<file path="config.mk">
export PLATFORM = sky130hd
export DESIGN_NAME = ifetch_queue_flat
export DESIGN_NICKNAME = d
export VERILOG_FILES = /design/src/rtl/ifetch_queue_if.sv /design/src/rtl/ifetch_queue.sv /design/src/flat_wrapper.sv
export SDC_FILE = /design/constraint.sdc
export NUM_CORES = 1
export LEC_CHECK = 0
export ABC_AREA = 1
export ABC_CLOCK_PERIOD_IN_PS = 5000
export BUFFER_PORTS_ARGS = -buffer_cell sky130_fd_sc_hd__buf_2
export CAP_MARGIN = 20
export CORE_MARGIN = 1
export CORE_UTILIZATION = 53
export CTS_CLUSTER_SIZE = 8
export DETAILED_ROUTE_END_ITERATION = 12
export PLACE_DENSITY_LB_ADDON = 0.2
export SETUP_SLACK_MARGIN = 0.3
export SYNTH_ARGS = -nofsm -noshare
export SYNTH_HDL_FRONTEND = slang
export SYNTH_SLANG_ARGS = --single-unit
</file>
<file path="constraint.sdc">
create_clock -name clk -period 5 [get_ports clk]
set_input_delay 0.25 -clock clk [delete_from_list [all_inputs] [get_ports clk]]
set_output_delay 0.25 -clock clk [all_outputs]
set_load 0.1 [all_outputs]
</file>
<file path="src/rtl/ifetch_queue_if.sv">
// Fetch-queue bundle: memory request side, redirect input and queue head.
// The fetch unit holds the master modport; its environment holds the slave.
interface ifetch_queue_if;
  logic        redirect;
  logic [31:0] redirect_pc;
  logic        imem_req;
  logic [31:0] imem_addr;
  logic        imem_ack;
  logic [31:0] imem_data;
  logic        ins_valid;
  logic [31:0] ins;
  logic [31:0] ins_pc;
  logic        ins_ready;
  logic [2:0]  count;

  modport master (
    input  redirect, redirect_pc,
    input  imem_ack, imem_data,
    input  ins_ready,
    output imem_req, imem_addr,
    output ins_valid, ins, ins_pc,
    output count
  );

  modport slave (
    output redirect, redirect_pc,
    output imem_ack, imem_data,
    output ins_ready,
    input  imem_req, imem_addr,
    input  ins_valid, ins, ins_pc,
    input  count
  );
endinterface

</file>
<file path="src/rtl/ifetch_queue.sv">
// Instruction fetch unit: single outstanding memory read feeding a small
// FIFO of {pc, instruction} pairs, with redirect flush and in-flight drop.
module ifetch_queue #(
  parameter int unsigned DEPTH    = 4,
  parameter logic [31:0] RESET_PC = 32'h0000_0000
) (
  input logic            clk,
  input logic            rstd,
  ifetch_queue_if.master bus
);
  localparam int unsigned AW = $clog2(DEPTH);
  localparam int unsigned CW = AW + 1;

  typedef enum logic [1:0] {
    IDLE,
    WAIT,
    DROP
  } state_e;

  state_e        state_q;
  logic          req_q;
  logic [31:0]   addr_q;
  logic [31:0]   pc_q;
  logic [AW-1:0] wp_q;
  logic [AW-1:0] rp_q;
  logic [CW-1:0] cnt_q;
  logic [CW-1:0] cnt_d;
  logic [31:0]   ins_q [DEPTH];
  logic [31:0]   ipc_q [DEPTH];

  logic        push;
  logic        pop;
  logic        room;
  logic        valid;
  logic [31:0] rpc;
  logic [31:0] nxt;

  assign valid = (cnt_q != '0);
  assign push  = (state_q == WAIT) & bus.imem_ack & ~bus.redirect;
  assign pop   = valid & bus.ins_ready;
  assign cnt_d = cnt_q + CW'(push) - CW'(pop);
  // A request is only launched while a slot is still free after this cycle
  assign room  = (cnt_d < CW'(DEPTH));
  assign rpc   = {bus.redirect_pc[31:2], 2'b00};
  assign nxt   = addr_q + 32'd4;

  always_ff @(posedge clk or negedge rstd) begin
    if (!rstd) begin
      state_q <= IDLE;
      req_q   <= 1'b0;
      addr_q  <= '0;
      pc_q    <= RESET_PC;
    end else begin
      if (bus.redirect) pc_q <= rpc;
      unique case (state_q)
        IDLE: begin
          if (!bus.redirect && room) begin
            state_q <= WAIT;
            req_q   <= 1'b1;
            addr_q  <= pc_q;
          end
        end
        WAIT: begin
          if (bus.redirect) begin
            state_q <= bus.imem_ack ? IDLE : DROP;
            req_q   <= ~bus.imem_ack;
          end else if (bus.imem_ack) begin
            pc_q <= nxt;
            if (room) begin
              addr_q <= nxt;
            end else begin
              state_q <= IDLE;
              req_q   <= 1'b0;
            end
          end
        end
        DROP: begin
          if (bus.imem_ack) begin
            state_q <= IDLE;
            req_q   <= 1'b0;
          end
        end
        default: begin
          state_q <= IDLE;
          req_q   <= 1'b0;
        end
      endcase
    end
  end

  always_ff @(posedge clk or negedge rstd) begin
    if (!rstd) begin
      wp_q  <= '0;
      rp_q  <= '0;
      cnt_q <= '0;
    end else if (bus.redirect) begin
      wp_q  <= '0;
      rp_q  <= '0;
      cnt_q <= '0;
    end else begin
      if (push) wp_q <= wp_q + AW'(1);
      if (pop)  rp_q <= rp_q + AW'(1);
      cnt_q <= cnt_d;
    end
  end

  // Storage needs no reset: the head is masked whenever the queue is empty
  always_ff @(posedge clk) begin
    if (push) begin
      ins_q[wp_q] <= bus.imem_data;
      ipc_q[wp_q] <= addr_q;
    end
  end

  assign bus.imem_req  = req_q;
  assign bus.imem_addr = addr_q;
  assign bus.ins_valid = valid;
  assign bus.ins       = valid ? ins_q[rp_q] : '0;
  assign bus.ins_pc    = valid ? ipc_q[rp_q] : '0;
  assign bus.count     = 3'(cnt_q);

endmodule

</file>
<file path="src/flat_wrapper.sv">
// flat-port wrapper written by rule: the top's interface ports become plain ports
module ifetch_queue_flat 
#(
  parameter int unsigned DEPTH    = 4,
  parameter logic [31:0] RESET_PC = 32'h0000_0000
)
  (clk, rstd, bus_redirect, bus_redirect_pc, bus_imem_ack, bus_imem_data, bus_ins_ready, bus_imem_req, bus_imem_addr, bus_ins_valid, bus_ins, bus_ins_pc, bus_count);
  ifetch_queue_if bus_i ();
  input logic clk;
  input logic rstd;
  input wire logic [$bits(bus_i.redirect)-1:0] bus_redirect;
  input wire logic [$bits(bus_i.redirect_pc)-1:0] bus_redirect_pc;
  input wire logic [$bits(bus_i.imem_ack)-1:0] bus_imem_ack;
  input wire logic [$bits(bus_i.imem_data)-1:0] bus_imem_data;
  input wire logic [$bits(bus_i.ins_ready)-1:0] bus_ins_ready;
  output wire logic [$bits(bus_i.imem_req)-1:0] bus_imem_req;
  output wire logic [$bits(bus_i.imem_addr)-1:0] bus_imem_addr;
  output wire logic [$bits(bus_i.ins_valid)-1:0] bus_ins_valid;
  output wire logic [$bits(bus_i.ins)-1:0] bus_ins;
  output wire logic [$bits(bus_i.ins_pc)-1:0] bus_ins_pc;
  output wire logic [$bits(bus_i.count)-1:0] bus_count;
  assign bus_i.redirect = bus_redirect;
  assign bus_i.redirect_pc = bus_redirect_pc;
  assign bus_i.imem_ack = bus_imem_ack;
  assign bus_i.imem_data = bus_imem_data;
  assign bus_i.ins_ready = bus_ins_ready;
  assign bus_imem_req = bus_i.imem_req;
  assign bus_imem_addr = bus_i.imem_addr;
  assign bus_ins_valid = bus_i.ins_valid;
  assign bus_ins = bus_i.ins;
  assign bus_ins_pc = bus_i.ins_pc;
  assign bus_count = bus_i.count;
  ifetch_queue #(.DEPTH(DEPTH), .RESET_PC(RESET_PC)) u_core (.clk(clk), .rstd(rstd), .bus(bus_i));
endmodule
</file>
==> impl_results.md <==
* Outcome: finished clean
* Most frequent cells in the layout: sky130_fd_sc_hd__nor2_1 (337), sky130_fd_sc_hd__edfxtp_1 (256), sky130_fd_sc_hd__nand2_1 (242)
* Share of synthesized cell area in and, or, nand and nor gates at 19.4%
* Total gr overflow at 0
* Share of the yosys chip area belonging to registers at 66.3%
* Post-synthesis instance area at 0.0144 mm2
* Final count of hold timing violations at 0
* DR vias/cell at 5.31
* Die Ht at 167 um
* Final antenna-violating net count at 0
* Terminating pin of the worst hold path: u_core.pc_q[19]
* Final setup viols at 0
* Clock Sinks at 330
* Compound-gate portion of the synthesized area at 8.52%
* Placement row count at 59
* Period utilization at 75.3%
* Worst-case clock skew at 0.0180 ns
* Area enclosed by the die boundary at 0.0278 mm2
* Headroom to the max-slew limit at 33.2%
* Initial core utilization at 54.6%
* Worst Path Required at 4.75 ns
* Worst hold path type: primary input to register
* Mean area per synthesized cell at 10.2 um2
* Sum of negative setup slack at 0 ns
* Die width at 167 um
* Least-Margin Pin Slew at 1.00 ns
* Startpoint of the worst setup timing path: u_core.rp_q[0]
* Multiplexer area fraction after synthesis at 0.278%
* Resized cells post-CTS at 0
* Setup repair after global routing missed its margin: false
* Post-Syn Nets at 1495
* Reg2reg path depth at 17
* Share of the synthesized netlist area taken by xor and xnor gates at 0.478%
* Detailed-router iteration count before antenna repair at 6
* Minimum period implied by the final worst setup slack at 3.77 ns
* Global-route usage over all layers at 24.3%
* Clock transition at the register clock pins on the worst setup and hold paths after CTS at 0.05 ns
* Wire length after detailed routing at 33400 um
* Detailed Place HPWL at 18600 um
* Vias post-DR at 10500
* Num CTS Buffers at 47
* First-pass GRT wire length at 52700 um
* Max-capacitance violation count at 0
* Class of the most critical setup path: register to output port
* Number of distinct library cell variants in the gate-level netlist after synthesis at 37
* Vias in the first global route at 9942
* Clock Root Buffer: sky130_fd_sc_hd__clkbuf_16
* Largest fanout on the critical path at 90
* Average detailed-routed wire length per instance at 16.9 um
* Hold buffer count at cts at 50
* Routability congestion estimate from global placement at 0.874
* Post-synth ARST share at 22.4%
* Number of warnings reported in the yosys synthesis log at 0
* Maximum number of pins on one net before global-route repair at 91
* Final-report max-slew violation count at 0
* Fraction of final layout cells sized beyond drive strength 1 at 16.4%
* Gate count after technology mapping at 1418
* Crit path launch type: register
* Endpoint class of the critical path: output port
* R2r endpoint: u_core.bus.imem_addr[2]
* Worst path arrival time at 3.52 ns
* Most common cell after layout, fill and taps aside: sky130_fd_sc_hd__nor2_1
* Layout-stage area growth over the synthesis result at 19.9%
* Register bit total from synthesis at 330
* Later-pin clock latency in the skew report at 0.53 ns
* Count of nets after finishing at 1706
* R2r startpoint: u_core.bus.count[1]
* Number of synthesized flops with an enable pin at 256
* Largest family of logic cells by synthesized area: simple AND/OR/NAND/NOR gates
* 1st-iter DRT viols at 1032
* TritonCTS clock tree: built
* Cell depth of the worst min-delay path at 5
* Max Root-Sink Buffers at 3
* Worst setup slack for register-to-register paths at 1.83 ns
* Worst hold start: bus_redirect_pc[19]
* Setup bufs post-CTS at 0
* Clock H-tree levels at 2
* Antenna diode instance count at 0
* Highest clock rate at 266 MHz
* Post-synth top flop: sky130_fd_sc_hd__edfxtp_1
* Core area at 0.0264 mm2
* Number of remaining DRC errors at 0
* Initial antenna violation count at 0
* Post-Synth Adder-Cell Area at 0.748%
* Top Ports at 170
* Port Buffer Count at 167
==> worst max path at each step <==
stage                     end  cells past startpoint
2_1_floorplan     bus_ins[11]                      5
3_3_place_gp   bus_ins_pc[13]                      5
3_5_place_dp   bus_ins_pc[12]                      5
4_1_cts        bus_ins_pc[12]                      5
5_1_grt        bus_ins_pc[12]                      5
6_report       bus_ins_pc[12]                      5
==> Yosys cell counts, types with 10 or more instances <==
cell,number,area share (%)
sky130_fd_sc_hd__a21oi_1,68,2.4
sky130_fd_sc_hd__buf_1,14,0.37
sky130_fd_sc_hd__buf_2,29,1.0
sky130_fd_sc_hd__clkbuf_1,20,0.52
sky130_fd_sc_hd__dfrtp_1,74,13
sky130_fd_sc_hd__edfxtp_1,256,53
sky130_fd_sc_hd__inv_1,70,1.8
sky130_fd_sc_hd__nand2_1,242,6.3
sky130_fd_sc_hd__nand3_1,64,2.2
sky130_fd_sc_hd__nor2_1,341,8.9
sky130_fd_sc_hd__o21ai_0,142,4.9
sky130_fd_sc_hd__o22ai_1,10,0.43
==> routing by layer <==
| layer | GRT usage (%) | vias up | routed length, um |
|---|---|---|---|
| met1 | 34.3 | 4942 | 14600 |
| met5 | 0 | - | 0 |
| met4 | 6.84 | 0 | 614 |
| li1 | - | 5190 | - |
| met2 | 39.4 | 335 | 16100 |
| met3 | 3.66 | 43 | 2020 |
==> registers in the layout, summed over array words and instances, names as in the netlist <==
name,flops
u_core.bus.count,3
u_core.state_q,2
u_core.wp_q,2
u_core.bus.imem_req,1
u_core.ins_q,128
u_core.ipc_q,128
u_core.pc_q,32
u_core.bus.imem_addr,32
u_core.rp_q,2
==> logic make-up after synthesis <==
| kind of cell | after synthesis |
|---|---|
| AO/OA/AOI/OAI | 238 |
| XOR/XNOR | 7 |
| adder cells (fa/ha/maj) | 8 |
| buffers and inverters | 146 |
| flip-flops | 330 |
| multiplexers | 4 |
| AND/OR/NAND/NOR | 685 |
==> worst max-delay path: stages, from the launching register on <==
cell                       delay (ns)
sky130_fd_sc_hd__dfrtp_4         0.70
sky130_fd_sc_hd__clkinv_2        0.47
sky130_fd_sc_hd__buf_4           0.72
sky130_fd_sc_hd__o21ai_0         0.21
sky130_fd_sc_hd__a21oi_1         0.34
sky130_fd_sc_hd__buf_2           0.50
==> cell type report <==
type | instances | area (um2)
Clock inverter | 1 | 7.51
Multi-Input combinational cell | 942 | 4270
Tap cell | 335 | 419
Fill cell | 2083 | 9090
Clock buffer | 64 | 1280
Sequential cell | 330 | 9540
Inverter | 77 | 290
Timing Repair Buffer | 231 | 1450
==> stage by stage <==
| step | hold slack (ns) | worst slack [ns] | std cells | util [%] | cell area, um2 |
|---|---|---|---|---|---|
| floorplan | -0.0456 | 0.951 | 1418 | - | 14400 |
| global route | 0.0224 | 1.04 | 1980 | 65.5 | 17300 |
| finish | 0.0242 | 1.23 | 1980 | 65.5 | 17300 |
| CTS | 0.00854 | 1.21 | 1980 | 65.5 | 17300 |
| detailed placement | 0.311 | 1.76 | 1865 | 58.7 | 15500 |
| global placement | 0.312 | 1.82 | 1865 | 58.7 | 15500 |
Power is left out: the tool's default activity adds up to more than one toggle a clock period on the data nets, which glitch-free logic cannot reach.
